--- src/rtl/bell_led_ctrl_multi_57.sv ---
// Purpose : multi-channel alarm / hourly chime controller driving buzzer and LED.
// Latency : every output is registered; it reflects a causing input one clk_50m_57 cycle later.
// Backpres: none; sec_tick_57, stop_57 and snooze_57 are single-cycle pulses that are always consumed.
//
// Ports:
//   clk_50m_57, rst_57        clock and synchronous active-high reset
//   sec_tick_57               one pulse per second; now_* already carry the new second
//   now_sec/min/hour_57       current time, binary
//   alarm_sec/min/hour_57     packed per-channel alarm time, channel k at [7k+6:7k]
//   alarm_en_57               per-channel enable
//   chime_en_57               hourly chime enable
//   stop_57, snooze_57        user requests (one-cycle pulses)
//   sound_e_57                buzzer enable
//   sound_model_57            0 = alarm pattern, 1 = chime pattern
//   led_57                    indicator LED
//   active_idx_57             channel currently ringing or snoozed
//   snooze_cnt_57             snoozes used in the current alarm event

module bell_led_ctrl_multi_57 #(
    parameter int N_ALARM    = 4,
    parameter int RING_SEC   = 30,
    parameter int SNOOZE_SEC = 300,
    parameter int CHIME_SEC  = 5,
    parameter int MAX_SNOOZE = 3,
    parameter int IDX_W      = 2
) (
    input  logic                   clk_50m_57,
    input  logic                   rst_57,
    input  logic                   sec_tick_57,
    input  logic [6:0]             now_sec_57,
    input  logic [6:0]             now_min_57,
    input  logic [6:0]             now_hour_57,
    input  logic [7*N_ALARM-1:0]   alarm_sec_57,
    input  logic [7*N_ALARM-1:0]   alarm_min_57,
    input  logic [7*N_ALARM-1:0]   alarm_hour_57,
    input  logic [N_ALARM-1:0]     alarm_en_57,
    input  logic                   chime_en_57,
    input  logic                   stop_57,
    input  logic                   snooze_57,
    output logic                   sound_e_57,
    output logic                   sound_model_57,
    output logic                   led_57,
    output logic [IDX_W-1:0]       active_idx_57,
    output logic [2:0]             snooze_cnt_57
);

    // Counter is wide enough for the longest of the three timed states.
    localparam int MAX_T_A = (RING_SEC > SNOOZE_SEC) ? RING_SEC : SNOOZE_SEC;
    localparam int MAX_T   = (MAX_T_A > CHIME_SEC) ? MAX_T_A : CHIME_SEC;
    localparam int CNT_W   = $clog2(MAX_T + 1);

    localparam logic [CNT_W-1:0] RING_LD   = CNT_W'(RING_SEC);
    localparam logic [CNT_W-1:0] SNOOZE_LD = CNT_W'(SNOOZE_SEC);
    localparam logic [CNT_W-1:0] CHIME_LD  = CNT_W'(CHIME_SEC);
    localparam logic [CNT_W-1:0] CNT_ONE   = CNT_W'(1);
    localparam logic [2:0]       SNZ_MAX   = 3'(MAX_SNOOZE);

    typedef enum logic [1:0] {
        ST_IDLE   = 2'd0,
        ST_ALARM  = 2'd1,
        ST_SNOOZE = 2'd2,
        ST_CHIME  = 2'd3
    } state_t;

    state_t           state_q, state_d;
    logic [CNT_W-1:0] cnt_q, cnt_d;
    logic [IDX_W-1:0] idx_q, idx_d;
    logic [2:0]       snz_q, snz_d;
    logic             model_q, model_d;
    logic             led_q, led_d;
    logic             sound_q, sound_d;

    // ------------------------------------------------------------------
    // Alarm comparison: scan from the top so the lowest matching channel
    // is the last one written and therefore wins.
    // ------------------------------------------------------------------
    logic             match_any;
    logic [IDX_W-1:0] match_idx;

    always_comb begin
        match_any = 1'b0;
        match_idx = '0;
        for (int k = N_ALARM - 1; k >= 0; k--) begin
            if (alarm_en_57[k] &&
                (alarm_sec_57[7*k +: 7]  == now_sec_57) &&
                (alarm_min_57[7*k +: 7]  == now_min_57) &&
                (alarm_hour_57[7*k +: 7] == now_hour_57)) begin
                match_any = 1'b1;
                match_idx = IDX_W'(k);
            end
        end
    end

    logic tick_match;
    logic chime_hit;
    logic active_en;
    logic cnt_last;

    assign tick_match = sec_tick_57 && match_any;
    assign chime_hit  = sec_tick_57 && chime_en_57 &&
                        (now_min_57 == 7'd0) && (now_sec_57 == 7'd0);
    assign active_en  = alarm_en_57[idx_q];
    assign cnt_last   = (cnt_q == CNT_ONE);

    // ------------------------------------------------------------------
    // Next-state logic. Branch order inside each state encodes the
    // same-cycle precedence: stop, then enable-clear, then snooze, then
    // tick-driven events (match / expiry).
    // ------------------------------------------------------------------
    always_comb begin
        state_d = state_q;
        cnt_d   = cnt_q;
        idx_d   = idx_q;
        snz_d   = snz_q;
        model_d = model_q;
        led_d   = led_q;

        unique case (state_q)
            ST_IDLE: begin
                // A stop on a tick cycle suppresses any trigger.
                if (!stop_57) begin
                    if (tick_match) begin
                        state_d = ST_ALARM;
                        cnt_d   = RING_LD;
                        idx_d   = match_idx;
                        snz_d   = 3'd0;
                        model_d = 1'b0;
                        led_d   = 1'b1;
                    end else if (chime_hit) begin
                        state_d = ST_CHIME;
                        cnt_d   = CHIME_LD;
                        model_d = 1'b1;
                        led_d   = 1'b1;
                    end
                end
            end

            ST_ALARM: begin
                if (stop_57 || !active_en) begin
                    state_d = ST_IDLE;
                    cnt_d   = '0;
                    led_d   = 1'b0;
                end else if (snooze_57) begin
                    if (snz_q < SNZ_MAX) begin
                        state_d = ST_SNOOZE;
                        cnt_d   = SNOOZE_LD;
                        snz_d   = snz_q + 3'd1;
                        led_d   = 1'b1;
                    end else begin
                        // Snooze budget exhausted: behaves as stop.
                        state_d = ST_IDLE;
                        cnt_d   = '0;
                        led_d   = 1'b0;
                    end
                end else if (sec_tick_57) begin
                    // New matches while ringing are deliberately ignored.
                    if (cnt_last) begin
                        state_d = ST_IDLE;
                        cnt_d   = '0;
                        led_d   = 1'b0;
                    end else begin
                        cnt_d = cnt_q - CNT_ONE;
                        led_d = ~led_q;
                    end
                end
            end

            ST_SNOOZE: begin
                if (stop_57 || !active_en) begin
                    state_d = ST_IDLE;
                    cnt_d   = '0;
                    led_d   = 1'b0;
                end else if (tick_match) begin
                    // A fresh alarm event takes over and restarts the snooze budget.
                    state_d = ST_ALARM;
                    cnt_d   = RING_LD;
                    idx_d   = match_idx;
                    snz_d   = 3'd0;
                    model_d = 1'b0;
                    led_d   = 1'b1;
                end else if (sec_tick_57) begin
                    if (cnt_last) begin
                        state_d = ST_ALARM;
                        cnt_d   = RING_LD;
                        model_d = 1'b0;
                        led_d   = 1'b1;
                    end else begin
                        cnt_d = cnt_q - CNT_ONE;
                    end
                end
            end

            ST_CHIME: begin
                if (stop_57) begin
                    state_d = ST_IDLE;
                    cnt_d   = '0;
                    led_d   = 1'b0;
                end else if (tick_match) begin
                    state_d = ST_ALARM;
                    cnt_d   = RING_LD;
                    idx_d   = match_idx;
                    snz_d   = 3'd0;
                    model_d = 1'b0;
                    led_d   = 1'b1;
                end else if (sec_tick_57) begin
                    if (cnt_last) begin
                        state_d = ST_IDLE;
                        cnt_d   = '0;
                        led_d   = 1'b0;
                    end else begin
                        cnt_d = cnt_q - CNT_ONE;
                        led_d = ~led_q;
                    end
                end
            end

            default: begin
                state_d = ST_IDLE;
                cnt_d   = '0;
                led_d   = 1'b0;
            end
        endcase
    end

    // Buzzer follows the state being entered so it is aligned with led/model.
    always_comb begin
        sound_d = (state_d == ST_ALARM) || (state_d == ST_CHIME);
    end

    always_ff @(posedge clk_50m_57) begin
        if (rst_57) begin
            state_q <= ST_IDLE;
            cnt_q   <= '0;
            idx_q   <= '0;
            snz_q   <= 3'd0;
            model_q <= 1'b0;
            led_q   <= 1'b0;
            sound_q <= 1'b0;
        end else begin
            state_q <= state_d;
            cnt_q   <= cnt_d;
            idx_q   <= idx_d;
            snz_q   <= snz_d;
            model_q <= model_d;
            led_q   <= led_d;
            sound_q <= sound_d;
        end
    end

    assign sound_e_57     = sound_q;
    assign sound_model_57 = model_q;
    assign led_57         = led_q;
    assign active_idx_57  = idx_q;
    assign snooze_cnt_57  = snz_q;

endmodule

--- config.mk ---
export PLATFORM = sky130hd
export DESIGN_NAME = bell_led_ctrl_multi_57
export DESIGN_NICKNAME = d
export VERILOG_FILES = /design/src/rtl/bell_led_ctrl_multi_57.sv
export SDC_FILE = /design/constraint.sdc
export NUM_CORES = 1
export LEC_CHECK = 0
export ABC_AREA = 0
export BUFFER_PORTS_ARGS = -buffer_cell sky130_fd_sc_hd__buf_2
export CAP_MARGIN = 25
export CORE_ASPECT_RATIO = 1.75
export CORE_MARGIN = 4
export CORE_UTILIZATION = 40
export DETAILED_ROUTE_END_ITERATION = 7
export MAX_ROUTING_LAYER = met4
export PLACE_DENSITY = 0.7
export SLEW_MARGIN = 20
export SYNTH_ARGS = -nofsm -noshare
export SYNTH_HDL_FRONTEND = slang
export SYNTH_SLANG_ARGS = --single-unit
export TNS_END_PERCENT = 30
--- constraint.sdc ---
create_clock -name clk_50m_57 -period 2.52 [get_ports clk_50m_57]
set_clock_uncertainty 0.2 [all_clocks]
set_input_delay 0.504 -clock clk_50m_57 [delete_from_list [all_inputs] [get_ports clk_50m_57]]
set_output_delay 0.504 -clock clk_50m_57 [all_outputs]
set_load 0.005 [all_outputs]
==> impl_metrics.env <==
export IMPL_placedCellCount=664
export IMPL_max_slew_headroom_pct=59.1
export IMPL_synth_async_sr_flop_share_pct=0
export IMPL_power_frac_seq_pct=21.7
export IMPL_run_status="finished, violations left"
export IMPL_tightestPinTransition_ns=0.614
export IMPL_critical_path_buffer_and_inverter_count=2
export IMPL_synth_top_cells_by_area="xnor2_1, dfxtp_1, xnor2_2, nand4_1, buf_6"
export IMPL_holdBufCountCts=0
export IMPL_synth_area_mm2=0.00314
export IMPL_critPathMostFrequentCell="nand4_1"
export IMPL_place_detailed_hpwl_um=11300
export IMPL_grt_max_degree=20
export IMPL_antenna_violations_before_repair=0
export IMPL_total_leakage_power_nw=2.28
export IMPL_power_switching_uw=429
export IMPL_violated_checks="setup timing"
export IMPL_floorplan_io_pins=123
export IMPL_vias=4148
export IMPL_critical_path_slowest_cell="xnor2_1"
export IMPL_worstSetupPathType="primary input to register"
export IMPL_critical_path_peak_fanout=4
export IMPL_p_int_uw=882
export IMPL_htree_num_levels=1
export IMPL_mappedNetlistNets=516
export IMPL_end_kind="register"
export IMPL_layout_min_cycle_time_ns=2.70
export IMPL_multi_input_comb_area_mm2=0.00308
export IMPL_placementRows=42
export IMPL_die_area_mm2=0.00938
export IMPL_layout_filler_cell_count=558
export IMPL_hp_class="register to register"
export IMPL_synth_area_leader_cell="xnor2_1"
export IMPL_worst_endpoint_required_ns=2.47
export IMPL_remaining_drc_errors=0
export IMPL_final_hold_viol_count=0
export IMPL_gate_count_after_technology_mapping=393
export IMPL_antenna_cells_inserted=0
export IMPL_max_freq_mhz=370
export IMPL_synthMostInstantiatedCell="xnor2_1"
export IMPL_final_setup_tns_ns=-1.40
export IMPL_pwr_share_comb_pct=50.2
export IMPL_stdcell_count=684
export IMPL_drt_antenna_violating_nets=0
export IMPL_clock_sinks=18
export IMPL_core_area_mm2=0.00762
export IMPL_clockBufferDepth=2
export IMPL_setup_ws_ns=-0.183
export IMPL_wire_length_of_the_first_global_routing_pass_um=21900
export IMPL_post_drt_via_cell_ratio=6.06
export IMPL_final_period_utilization_pct=107
export IMPL_power_switching_fraction_pct=32.7
export IMPL_initial_core_util_pct=41.2
export IMPL_grt_ovfl_total=0
export IMPL_cpPeakStageDelay_ns=0.28
export IMPL_cts_buffers=3
export IMPL_report_final_slew_viol_count=0
export IMPL_yosysSeqAreaShare_pct=11.5
export IMPL_fin_util_pct=69.1
export IMPL_vdd_drop_max_mv=0.140
export IMPL_syn_to_final_growth_pct=67.8
export IMPL_worst_endpoint_arrival_ns=2.65
export IMPL_gr_usage_all_layers_pct=31.4
export IMPL_die_w_um=75.0
export IMPL_drv_cap=0
export IMPL_crit_path_cells="buf_2, xnor2_1, nand4_1, nor4_2, nand4_1, buf_4, a41o_4, o22ai_4, o211ai_1, a32o_1"
export IMPL_crit_path_start_kind="primary input"
export IMPL_total_power_per_unit_cell_area_mw_per_mm2=249
export IMPL_synth_seq_cells=18
export IMPL_setup_repair_after_global_routing_missed_its_margin="yes"
export IMPL_die_h_um=125
export IMPL_post_synth_most_frequent_cells="xnor2_1, nand4_1, nand2_1, nor2_1, a21oi_1"
export IMPL_tritoncts_clock_tree="built"
export IMPL_number_of_flops_mapped_to_enable_cells_by_yosys=0
export IMPL_layout_area_seq_um2=362
export IMPL_post_synth_cell_area_avg_um2=7.99
export IMPL_reg_clk_slew_reported_paths_ns=0.06
export IMPL_port_buffer_count=122
export IMPL_setup_viol=15
export IMPL_drt_pre_antenna_iters=7
export IMPL_detail_route_wirelength_um=14700
export IMPL_ys_dominant_reg_cell="dfxtp_1"
export IMPL_clock_power_share_pct=28.1
export IMPL_clock_tree_root_cell="clkbuf_16"
export IMPL_ys_warn_count=0
export IMPL_dr_iter_0_viols=458
export IMPL_insertion_delay_ns=0.26
export IMPL_portion_of_synthesized_cell_area_occupied_by_the_leading_cell_type_pct=16.5
export IMPL_synthDistinctLibCells=61
export IMPL_cp_top_family="compound AO/OA/AOI/OAI gates"
export IMPL_final_net_count=720
export IMPL_avgRoutedWirePerCell_um=21.5
export IMPL_grt_pass1_vias=4348
export IMPL_finalWeightedCongestion=1.05
export IMPL_drive_gt1_share_pct=54.5
==> layout make-up <==
cell class	instances	share of cell area, %
Tap cell	88	2.09
Inverter	8	0.570
Sequential cell	18	6.87
Multi-Input combinational cell	337	58.4
Clock buffer	4	1.69
Timing Repair Buffer	229	30.3
==> layer usage <==
metal  part of all wire (%)  GRT usage (%)
met3                    6.7           3.94
met5                      0              -
met2                     52           54.4
met1                     31           30.8
met4                    9.4           21.8
==> power by group through the flow <==
| stage | sequential, mW | combinational [mW] | clock (mW) |
|---|---|---|---|
| after floorplan | 0.291 | 0.280 | 0 |
| after global placement | 0.291 | 0.527 | 0 |
| after detailed placement | 0.291 | 0.528 | 0 |
| after CTS | 0.285 | 0.624 | 0.366 |
| after global routing | 0.284 | 0.692 | 0.377 |
| final | 0.285 | 0.658 | 0.368 |
==> tightest hold or removal path, cell delays in order (launching register included) <==
cell	delay [ns]
dfxtp_1	0.33
nand2_1	0.06
a21oi_1	0.05
==> kinds of logic after synthesis <==
| kind of cell | count (synthesis) | share of synthesized area [%] |
|---|---|---|
| buffers and inverters | 38 | 8.61 |
| xor gates and xnor gates | 89 | 28.9 |
| and+or+nand+nor | 154 | 27.7 |
| adders and majority gates | 8 | 3.19 |
| AOI/OAI and AO/OA | 82 | 18.5 |
| DFF | 18 | 11.5 |
| muxes | 4 | 1.67 |
==> metrics by stage <==
stage	setup WS [ns]	area, um^2	power (mW)	hold slack [ns]
floorplan	-0.00995	3220	0.571	0.276
global placement	-0.686	4410	0.817	0.274
detailed placement	-0.738	4410	0.819	0.283
CTS	-0.0828	5120	1.27	0.290
global route	-0.267	5270	1.35	0.324
finish	-0.183	5270	1.31	0.289
==> worst paths after layout <==
kind	from	to	slack, ns	depth (start not counted)
min reg2reg	snooze_cnt_57[1]	snooze_cnt_57[1]	0.29	2
min	snooze_cnt_57[1]	snooze_cnt_57[1]	0.29	2
max reg2reg	cnt_q[1]	cnt_q[8]	0.05	10
max	now_min_57[5]	sound_model_57	-0.18	10
==> layout by cell type, fill, tap and decap left out, drive strengths merged, types with 8 or more instances in the layout <==
cell     n
nor3     8
nand4   42
inv      8
nor2    24
buf    229
nor3b    8
nand2   24
a21oi   24
o21ai   15
xnor2   76
nor4    13
xor2    13
ha       8
dfxtp   18
==> repair_timing <==
action | CTS | global route
setup endpoints to repair | 17 | 17
buffers inserted | 15 | 1
gates resized for setup | 92 | 27
pin swaps | 53 | 18
Power figures use the tool's default switching activity.
